File: config.mk
export PLATFORM = sky130hd
export DESIGN_NAME = agc_loop_ctrl
export DESIGN_NICKNAME = d
export VERILOG_FILES = /design/src/rtl/agc_pkg.sv /design/src/rtl/agc_gain_clamp.sv /design/src/rtl/agc_loop_ctrl.sv
export SDC_FILE = /design/constraint.sdc
export NUM_CORES = 1
export LEC_CHECK = 0
export BUFFER_PORTS_ARGS = -buffer_cell sky130_fd_sc_hd__buf_2
export CORE_MARGIN = 2
export CORE_UTILIZATION = 60
export DETAILED_ROUTE_END_ITERATION = 12
export MAX_ROUTING_LAYER = met4
export PLACE_DENSITY = 0.83
export SLEW_MARGIN = 20
export SYNTH_ARGS = -nofsm -noshare
export SYNTH_HDL_FRONTEND = slang
export SYNTH_SLANG_ARGS = --single-unit
File: constraint.sdc
create_clock -name clk -period 10.3 [get_ports clk]
set_input_delay 2.06 -clock clk [delete_from_list [all_inputs] [get_ports clk]]
set_output_delay 2.06 -clock clk [all_outputs]
set_load 0.005 [all_outputs]
File: src/rtl/agc_pkg.sv
// Shared constants for the AGC loop: state encoding and the widths
// that must agree with the error/integrator block.
package agc_pkg;

   localparam int AGC_BWIDTH   = 13;
   localparam int AGC_OUTWIDTH = 48;

   localparam logic [1:0] ST_IDLE    = 2'd0;
   localparam logic [1:0] ST_ACQUIRE = 2'd1;
   localparam logic [1:0] ST_TRACK   = 2'd2;
   localparam logic [1:0] ST_HOLD    = 2'd3;

endpackage

File: src/rtl/agc_gain_clamp.sv
// Registered shift-and-saturate: signed accumulator to unsigned gain word.
// Because the limits are zero-extended before the compare, any negative
// shifted value falls below gain_min and is clamped there.
module agc_gain_clamp #(
   parameter int OUTWIDTH = 48,
   parameter int GWIDTH   = 16,
   parameter int SHIFT    = 16
) (
   input  logic                       clk,
   input  logic                       rst,
   input  logic                       valid,
   input  logic signed [OUTWIDTH-1:0] acc,
   input  logic        [GWIDTH-1:0]   gain_min,
   input  logic        [GWIDTH-1:0]   gain_max,
   output logic        [GWIDTH-1:0]   gain,
   output logic                       gain_valid,
   output logic                       sat
);

   logic signed [OUTWIDTH-1:0] g;
   logic signed [OUTWIDTH-1:0] min_ext;
   logic signed [OUTWIDTH-1:0] max_ext;

   assign g       = acc >>> SHIFT;
   assign min_ext = $signed({{(OUTWIDTH-GWIDTH){1'b0}}, gain_min});
   assign max_ext = $signed({{(OUTWIDTH-GWIDTH){1'b0}}, gain_max});

   // Clamp and register the gain word whenever an accumulator update arrives
   always_ff @(posedge clk) begin
      if (rst) begin
         gain       <= '0;
         gain_valid <= 1'b0;
         sat        <= 1'b0;
      end else begin
         gain_valid <= valid;
         if (valid) begin
            if (g < min_ext) begin
               gain <= gain_min;
               sat  <= 1'b1;
            end else if (g > max_ext) begin
               gain <= gain_max;
               sat  <= 1'b1;
            end else begin
               gain <= g[GWIDTH-1:0];
               sat  <= 1'b0;
            end
         end
      end
   end

endmodule

File: src/rtl/agc_loop_ctrl.sv
// AGC loop sequencer: gates samples into the error block, selects the
// loop coefficient, detects lock/unlock from accumulator steps and
// produces the clamped gain word.
//
// state   | meaning
// IDLE    | loop off, coefficient 0, no samples forwarded
// ACQUIRE | fast coefficient, counting settled updates toward lock
// TRACK   | slow coefficient, locked, counting disturbed updates
// HOLD    | frozen, returns to the state held before entry
module agc_loop_ctrl
   import agc_pkg::*;
#(
   parameter int BWIDTH      = AGC_BWIDTH,
   parameter int OUTWIDTH    = AGC_OUTWIDTH,
   parameter int GWIDTH      = 16,
   parameter int SHIFT       = 16,
   parameter int TWIDTH      = 24,
   parameter int LOCK_CNT    = 64,
   parameter int UNLOCK_CNT  = 8,
   parameter int CWIDTH      = 16,
   parameter int ACQ_TIMEOUT = 4096
) (
   input  logic                       clk,
   input  logic                       rst,
   input  logic                       enable,
   input  logic                       hold,
   input  logic                       sample_valid,
   input  logic        [BWIDTH-1:0]   acq_coeff,
   input  logic        [BWIDTH-1:0]   trk_coeff,
   input  logic        [TWIDTH-1:0]   lock_thresh,
   input  logic        [TWIDTH-1:0]   unlock_thresh,
   input  logic        [GWIDTH-1:0]   gain_min,
   input  logic        [GWIDTH-1:0]   gain_max,
   input  logic signed [OUTWIDTH-1:0] err_in,
   input  logic                       err_valid_in,
   output logic                       err_valid_out,
   output logic        [BWIDTH-1:0]   coeff_out,
   output logic        [GWIDTH-1:0]   gain_out,
   output logic                       gain_valid,
   output logic                       locked,
   output logic                       sat,
   output logic                       acq_timeout,
   output logic        [1:0]          state_out
);

   localparam logic [CWIDTH-1:0] LOCK_CNT_C    = CWIDTH'(LOCK_CNT);
   localparam logic [CWIDTH-1:0] UNLOCK_CNT_C  = CWIDTH'(UNLOCK_CNT);
   localparam logic [CWIDTH-1:0] ACQ_TIMEOUT_C = CWIDTH'(ACQ_TIMEOUT);

   logic [1:0]                 state;
   logic [1:0]                 state_nxt;
   logic [1:0]                 ret_state;
   logic                       upd_pend;
   logic                       first_upd;
   logic signed [OUTWIDTH-1:0] prev;
   logic signed [OUTWIDTH:0]   delta;
   logic        [OUTWIDTH:0]   delta_abs;
   logic                       settled;
   logic                       disturbed;
   logic                       upd_in_acq;
   logic                       upd_acq;
   logic                       upd_trk;
   logic                       lock_hit;
   logic                       unlock_hit;
   logic [CWIDTH-1:0]          lock_run;
   logic [CWIDTH-1:0]          unlock_run;
   logic [CWIDTH-1:0]          acq_upd;
   logic [CWIDTH-1:0]          lock_run_inc;
   logic [CWIDTH-1:0]          unlock_run_inc;
   logic [CWIDTH-1:0]          acq_upd_inc;

   // err_in is valid the cycle after err_valid_in, so upd_pend marks the update
   assign delta     = $signed({err_in[OUTWIDTH-1], err_in}) - $signed({prev[OUTWIDTH-1], prev});
   assign delta_abs = delta[OUTWIDTH] ? $unsigned(-delta) : $unsigned(delta);
   assign settled   = delta_abs <= {{(OUTWIDTH+1-TWIDTH){1'b0}}, lock_thresh};
   assign disturbed = delta_abs >= {{(OUTWIDTH+1-TWIDTH){1'b0}}, unlock_thresh};

   assign upd_in_acq = upd_pend && (state == ST_ACQUIRE);
   assign upd_acq    = upd_in_acq && !first_upd;
   assign upd_trk    = upd_pend && (state == ST_TRACK);

   assign lock_run_inc   = (&lock_run)   ? lock_run   : lock_run   + CWIDTH'(1);
   assign unlock_run_inc = (&unlock_run) ? unlock_run : unlock_run + CWIDTH'(1);
   assign acq_upd_inc    = (&acq_upd)    ? acq_upd    : acq_upd    + CWIDTH'(1);

   assign lock_hit   = upd_acq && settled   && (lock_run_inc   >= LOCK_CNT_C);
   assign unlock_hit = upd_trk && disturbed && (unlock_run_inc >= UNLOCK_CNT_C);

   assign locked    = (state == ST_TRACK);
   assign state_out = state;

   // Next-state decision: enable low wins, then hold, then lock/unlock runs
   always_comb begin
      state_nxt = state;
      if (!enable) begin
         state_nxt = ST_IDLE;
      end else begin
         case (state)
            ST_IDLE:    state_nxt = ST_ACQUIRE;
            ST_ACQUIRE: begin
               if (hold)          state_nxt = ST_HOLD;
               else if (lock_hit) state_nxt = ST_TRACK;
            end
            ST_TRACK: begin
               if (hold)            state_nxt = ST_HOLD;
               else if (unlock_hit) state_nxt = ST_ACQUIRE;
            end
            default: begin
               if (!hold) state_nxt = ret_state;
            end
         endcase
      end
   end

   // State, update tracking, run counters and the sticky timeout flag
   always_ff @(posedge clk) begin
      if (rst) begin
         state       <= ST_IDLE;
         ret_state   <= ST_IDLE;
         upd_pend    <= 1'b0;
         first_upd   <= 1'b1;
         prev        <= '0;
         lock_run    <= '0;
         unlock_run  <= '0;
         acq_upd     <= '0;
         acq_timeout <= 1'b0;
      end else begin
         state    <= state_nxt;
         upd_pend <= err_valid_in;

         if ((state_nxt == ST_HOLD) && (state != ST_HOLD))
            ret_state <= state;

         if (upd_pend && ((state == ST_ACQUIRE) || (state == ST_TRACK)))
            prev <= err_in;

         if (state_nxt == ST_IDLE)
            first_upd <= 1'b1;
         else if (upd_in_acq)
            first_upd <= 1'b0;

         if (state_nxt != state) begin
            lock_run   <= '0;
            unlock_run <= '0;
         end else begin
            if (upd_acq) lock_run   <= settled   ? lock_run_inc   : '0;
            if (upd_trk) unlock_run <= disturbed ? unlock_run_inc : '0;
         end

         // Timeout budget restarts with each fresh acquisition, not after HOLD
         if ((state_nxt == ST_IDLE) || ((state == ST_TRACK) && (state_nxt == ST_ACQUIRE)))
            acq_upd <= '0;
         else if (upd_in_acq)
            acq_upd <= acq_upd_inc;

         if (state_nxt == ST_IDLE)
            acq_timeout <= 1'b0;
         else if (upd_in_acq && (acq_upd_inc >= ACQ_TIMEOUT_C))
            acq_timeout <= 1'b1;
      end
   end

   // Sample gate and coefficient follow the upcoming state so they move together
   always_ff @(posedge clk) begin
      if (rst) begin
         err_valid_out <= 1'b0;
         coeff_out     <= '0;
      end else begin
         err_valid_out <= sample_valid &&
                          ((state_nxt == ST_ACQUIRE) || (state_nxt == ST_TRACK));
         case (state_nxt)
            ST_ACQUIRE: coeff_out <= acq_coeff;
            ST_TRACK:   coeff_out <= trk_coeff;
            ST_IDLE:    coeff_out <= '0;
            default:    coeff_out <= coeff_out;
         endcase
      end
   end

   agc_gain_clamp #(
      .OUTWIDTH (OUTWIDTH),
      .GWIDTH   (GWIDTH),
      .SHIFT    (SHIFT)
   ) u_gain_clamp (
      .clk        (clk),
      .rst        (rst),
      .valid      (upd_pend),
      .acc        (err_in),
      .gain_min   (gain_min),
      .gain_max   (gain_max),
      .gain       (gain_out),
      .gain_valid (gain_valid),
      .sat        (sat)
   );

endmodule

==> impl_metrics.tcl <==
set metrics [dict create \
    status "completed" \
    synth.net_count 2286 \
    cts_setup_buffers 0 \
    antenna_found_initial 0 \
    initial_utilization 0.611 \
    syn_area_um2 14300 \
    drtAntennaViolNets 0 \
    p_sw_w 0.000805 \
    drt-pass1-iter-count 6 \
    vdd.ir_drop.worst_mv 0.106 \
    relSlewSlack 0.301 \
    gr-total-overflow 0 \
    internal_power_w 0.00118 \
    worstSkewPairLatency_ns 0.44 \
    io_pins 196 \
    synth.avg_cell_area_um2 7.22 \
    ys_types 103 \
    met3_usage 0.0487 \
    ctsResizeCount 0 \
    skew_ns 0.0181 \
    gp_congestion 1.05 \
    cts.clk_slew.worst_paths_ns 0.07 \
    synth_compound_area_frac 0.279 \
    grtUsageMet1 0.461 \
    synth_xor_area_frac 0.0373 \
    synth_top_family_by_area "compound AO/OA/AOI/OAI gates" \
    cts.htree.levels 4 \
    fin_crit_ns 8.60 \
    drtIter0Drc 1824 \
    syn2layout_area_growth_pct 11.3 \
    vias_per_cell 6.47 \
    netlist_instances 1986 \
    numPortBuffers 195 \
    cts_root_buf "clkbuf_16" \
    setup_violations 0 \
    path_class "in -> reg" \
    fillers 2052 \
    grt_use_met2 0.559 \
    routed_wl_um 44300 \
    grt_max_degree 60 \
    placed_cells 2415 \
    timing.fmax_mhz 116 \
    num-nets-final 2415 \
    dieArea_um2 25100 \
    swShare 0.405 \
    tritoncts "done" \
    setup_tns_ns 0 \
    core_area_um2 23500 \
    seq_area_frac_synth 0.189 \
    p_comb_frac 0.392 \
    drive_gt1_frac 0.145 \
    grt_usage 0.353 \
    cts_sinks 135 \
    arrival_ns 8.95 \
    drc 0 \
    tightest_slew_ns 1.04 \
    async_flop_share 0 \
    cts_buffer_depth 2 \
    synth_flop_cell "dfxtp_1" \
    wl_per_cell_um 18.1 \
    rsz0062_at_grt "false" \
    hold_class "reg -> reg" \
    finalMaxSlewViolations 0 \
    required_ns 10.65 \
    synthSimpleGateAreaFrac 0.279 \
    worstPathMaxFanout 16 \
    p_leak_nw 6.49 \
    critPathCaptureType "register" \
    final_cell_count_no_fill 2447 \
    grt_pass1_vias 14400 \
    start_kind "input pin" \
    finish.utilization 0.680 \
    seqPwrFrac 0.279 \
    powerDensity_nw_per_um2 125 \
    vias 15800 \
    hold_buffers 0 \
    hold_violations 0 \
    grt_pass1_wl_um 70300 \
    drv_cap 0 \
    diodes 0 \
    synth_edf_count 0 \
    synth-seq-cells 135 \
    dp_hpwl_um 33700 \
    synthMuxAreaShare 0.0237 \
    cts_buffers 17 \
    post-route-period-util 0.835 \
    p_clk_frac 0.329 \
    die_w_um 159 \
    synthAdderAreaFrac 0.123 \
    num_rows 56 \
    grt_most_used_layer "met2" \
    die_h_um 159 \
    yosys_warnings 0 \
]
-- cells in the mapped netlist, drive strengths merged, types with 12 or more instances --
library cell / n / area, µm²
a211oi: 23 / 198
o2bb2ai: 15 / 138
and2: 32 / 200
and3: 25 / 156
nor2: 142 / 533
o31ai: 12 / 95.1
nor3: 64 / 370
and4: 16 / 143
clkbuf: 61 / 230
nand3b: 21 / 158
o21ai: 100 / 508
dfxtp: 135 / 2700
xor2: 28 / 245
nor2b: 25 / 159
o21a: 24 / 180
mux2i: 25 / 250
o211ai: 18 / 140
nand3: 59 / 295
nand2b: 14 / 87.6
nand2: 242 / 908
buf: 35 / 218
nand4: 69 / 438
a21oi: 202 / 1060
or3: 12 / 75.1
a31oi: 32 / 200
inv: 146 / 548
o311ai: 17 / 156
nor4: 27 / 203
xnor2: 33 / 289
a21o: 35 / 263
ha: 139 / 1740
-- cell usage in the layout (no fill, tap or decap), types with 30 or more instances in the layout --
master,synthesis,layout
ha_1,139,139
nor3_1,54,54
xnor2_1,33,33
a31oi_1,32,32
dfxtp_1,135,135
nor2_1,142,142
and2_1,31,30
inv_1,145,145
a21oi_1,192,192
a21o_1,35,35
nand4_1,68,68
nand3_1,59,59
nand2_1,242,242
o21ai_0,84,84
buf_2,15,195
-- area by class of cell --
| class | count | area (µm²) | share of cell area |
|---|---|---|---|
| Sequential cell | 135 | 2700 | 0.169 |
| Clock buffer | 17 | 425 | 0.0267 |
| Timing Repair Buffer | 206 | 1060 | 0.0663 |
| Tap cell | 319 | 399 | 0.0250 |
| Clock inverter | 15 | 176 | 0.0111 |
| Inverter | 147 | 552 | 0.0346 |
| Multi-Input combinational cell | 1608 | 10600 | 0.667 |
-- power by group through the flow --
stage | clock network [W] | registers (W) | logic [W]
after CTS | 0.000657 | 0.000554 | 0.000762
after global routing | 0.000678 | 0.000557 | 0.000860
after detailed placement | 0 | 0.000566 | 0.000757
after floorplan | 0 | 0.000565 | 0.000544
after global placement | 0 | 0.000565 | 0.000742
final | 0.000654 | 0.000554 | 0.000780
-- cells by family (layout without fill, tap and decap cells) --
logic type | count (synthesis) | count (layout)
AO/OA/AOI/OAI | 595 | 595
flip-flops | 135 | 135
adder cells (fa/ha/maj) | 140 | 140
buffers and inverters | 243 | 385
AND/OR/NAND/NOR | 779 | 779
XOR/XNOR | 61 | 61
multiplexers | 33 | 33
-- final timing paths --
kind                   from  slack, ns          end  cells after the start
setup / recovery  err_in[0]       1.70  acq_upd[12]                     27
hold reg to reg    prev[28]       0.45     prev[28]                      2
hold / removal     prev[28]       0.45     prev[28]                      2
setup reg to reg    prev[5]       3.09  acq_upd[12]                     25
-- flip-flops by register name, summed over array words and instances (netlist names) --
register	flops
acq_timeout	1
acq_upd	16
coeff_out	13
err_valid_out	1
first_upd	1
lock_run	16
prev	48
ret_state	2
state_out	2
u_gain_clamp.gain	16
u_gain_clamp.gain_valid	1
u_gain_clamp.sat	1
unlock_run	16
upd_pend	1
-- metal layers --
metal / vias up / part of all wire / routed length, µm
met1: 7348 / 0.44 / 19700
met5: - / 0 / 0
met3: 146 / 0.079 / 3510
li1: 7566 / - / -
met2: 766 / 0.44 / 19500
met4: 0 / 0.036 / 1610
-- worst max-delay path, stage by stage --
cell and delay [ns]:
buf_2 0.08, inv_1 0.04, ha_1 0.22, fa_1 0.41, nor2b_1 0.20, o31ai_1 0.17, a211oi_1 0.28, a311oi_1 0.16
nor4_1 0.75, nor2b_1 0.27, nand4_1 0.16, o41ai_1 0.35, xnor2_1 0.20, ha_1 0.28, nor2b_1 0.13, o21ai_0 0.14
nand2b_1 0.08, or4b_2 0.61, o2111ai_1 0.22, nand2_1 0.14, o21ai_0 0.32, a311oi_4 0.12, buf_4 0.23, nand2b_1 0.26
ha_1 0.28, a211o_1 0.51, a211oi_1 0.25
-- per-stage QoR --
| step | worst slack (ns) | hold slack, ns | total power, W | instance area, µm² |
|---|---|---|---|---|
| global route | 1.07 | 0.470 | 0.00209 | 16000 |
| detailed placement | 1.37 | 0.448 | 0.00132 | 15400 |
| CTS | 1.80 | 0.456 | 0.00197 | 16000 |
| global placement | 1.59 | 0.442 | 0.00131 | 15300 |
| floorplan | 2.18 | 0.436 | 0.00111 | 14300 |
| finish | 1.70 | 0.454 | 0.00199 | 16000 |
Note: power is estimated with default switching activity, not from simulation.
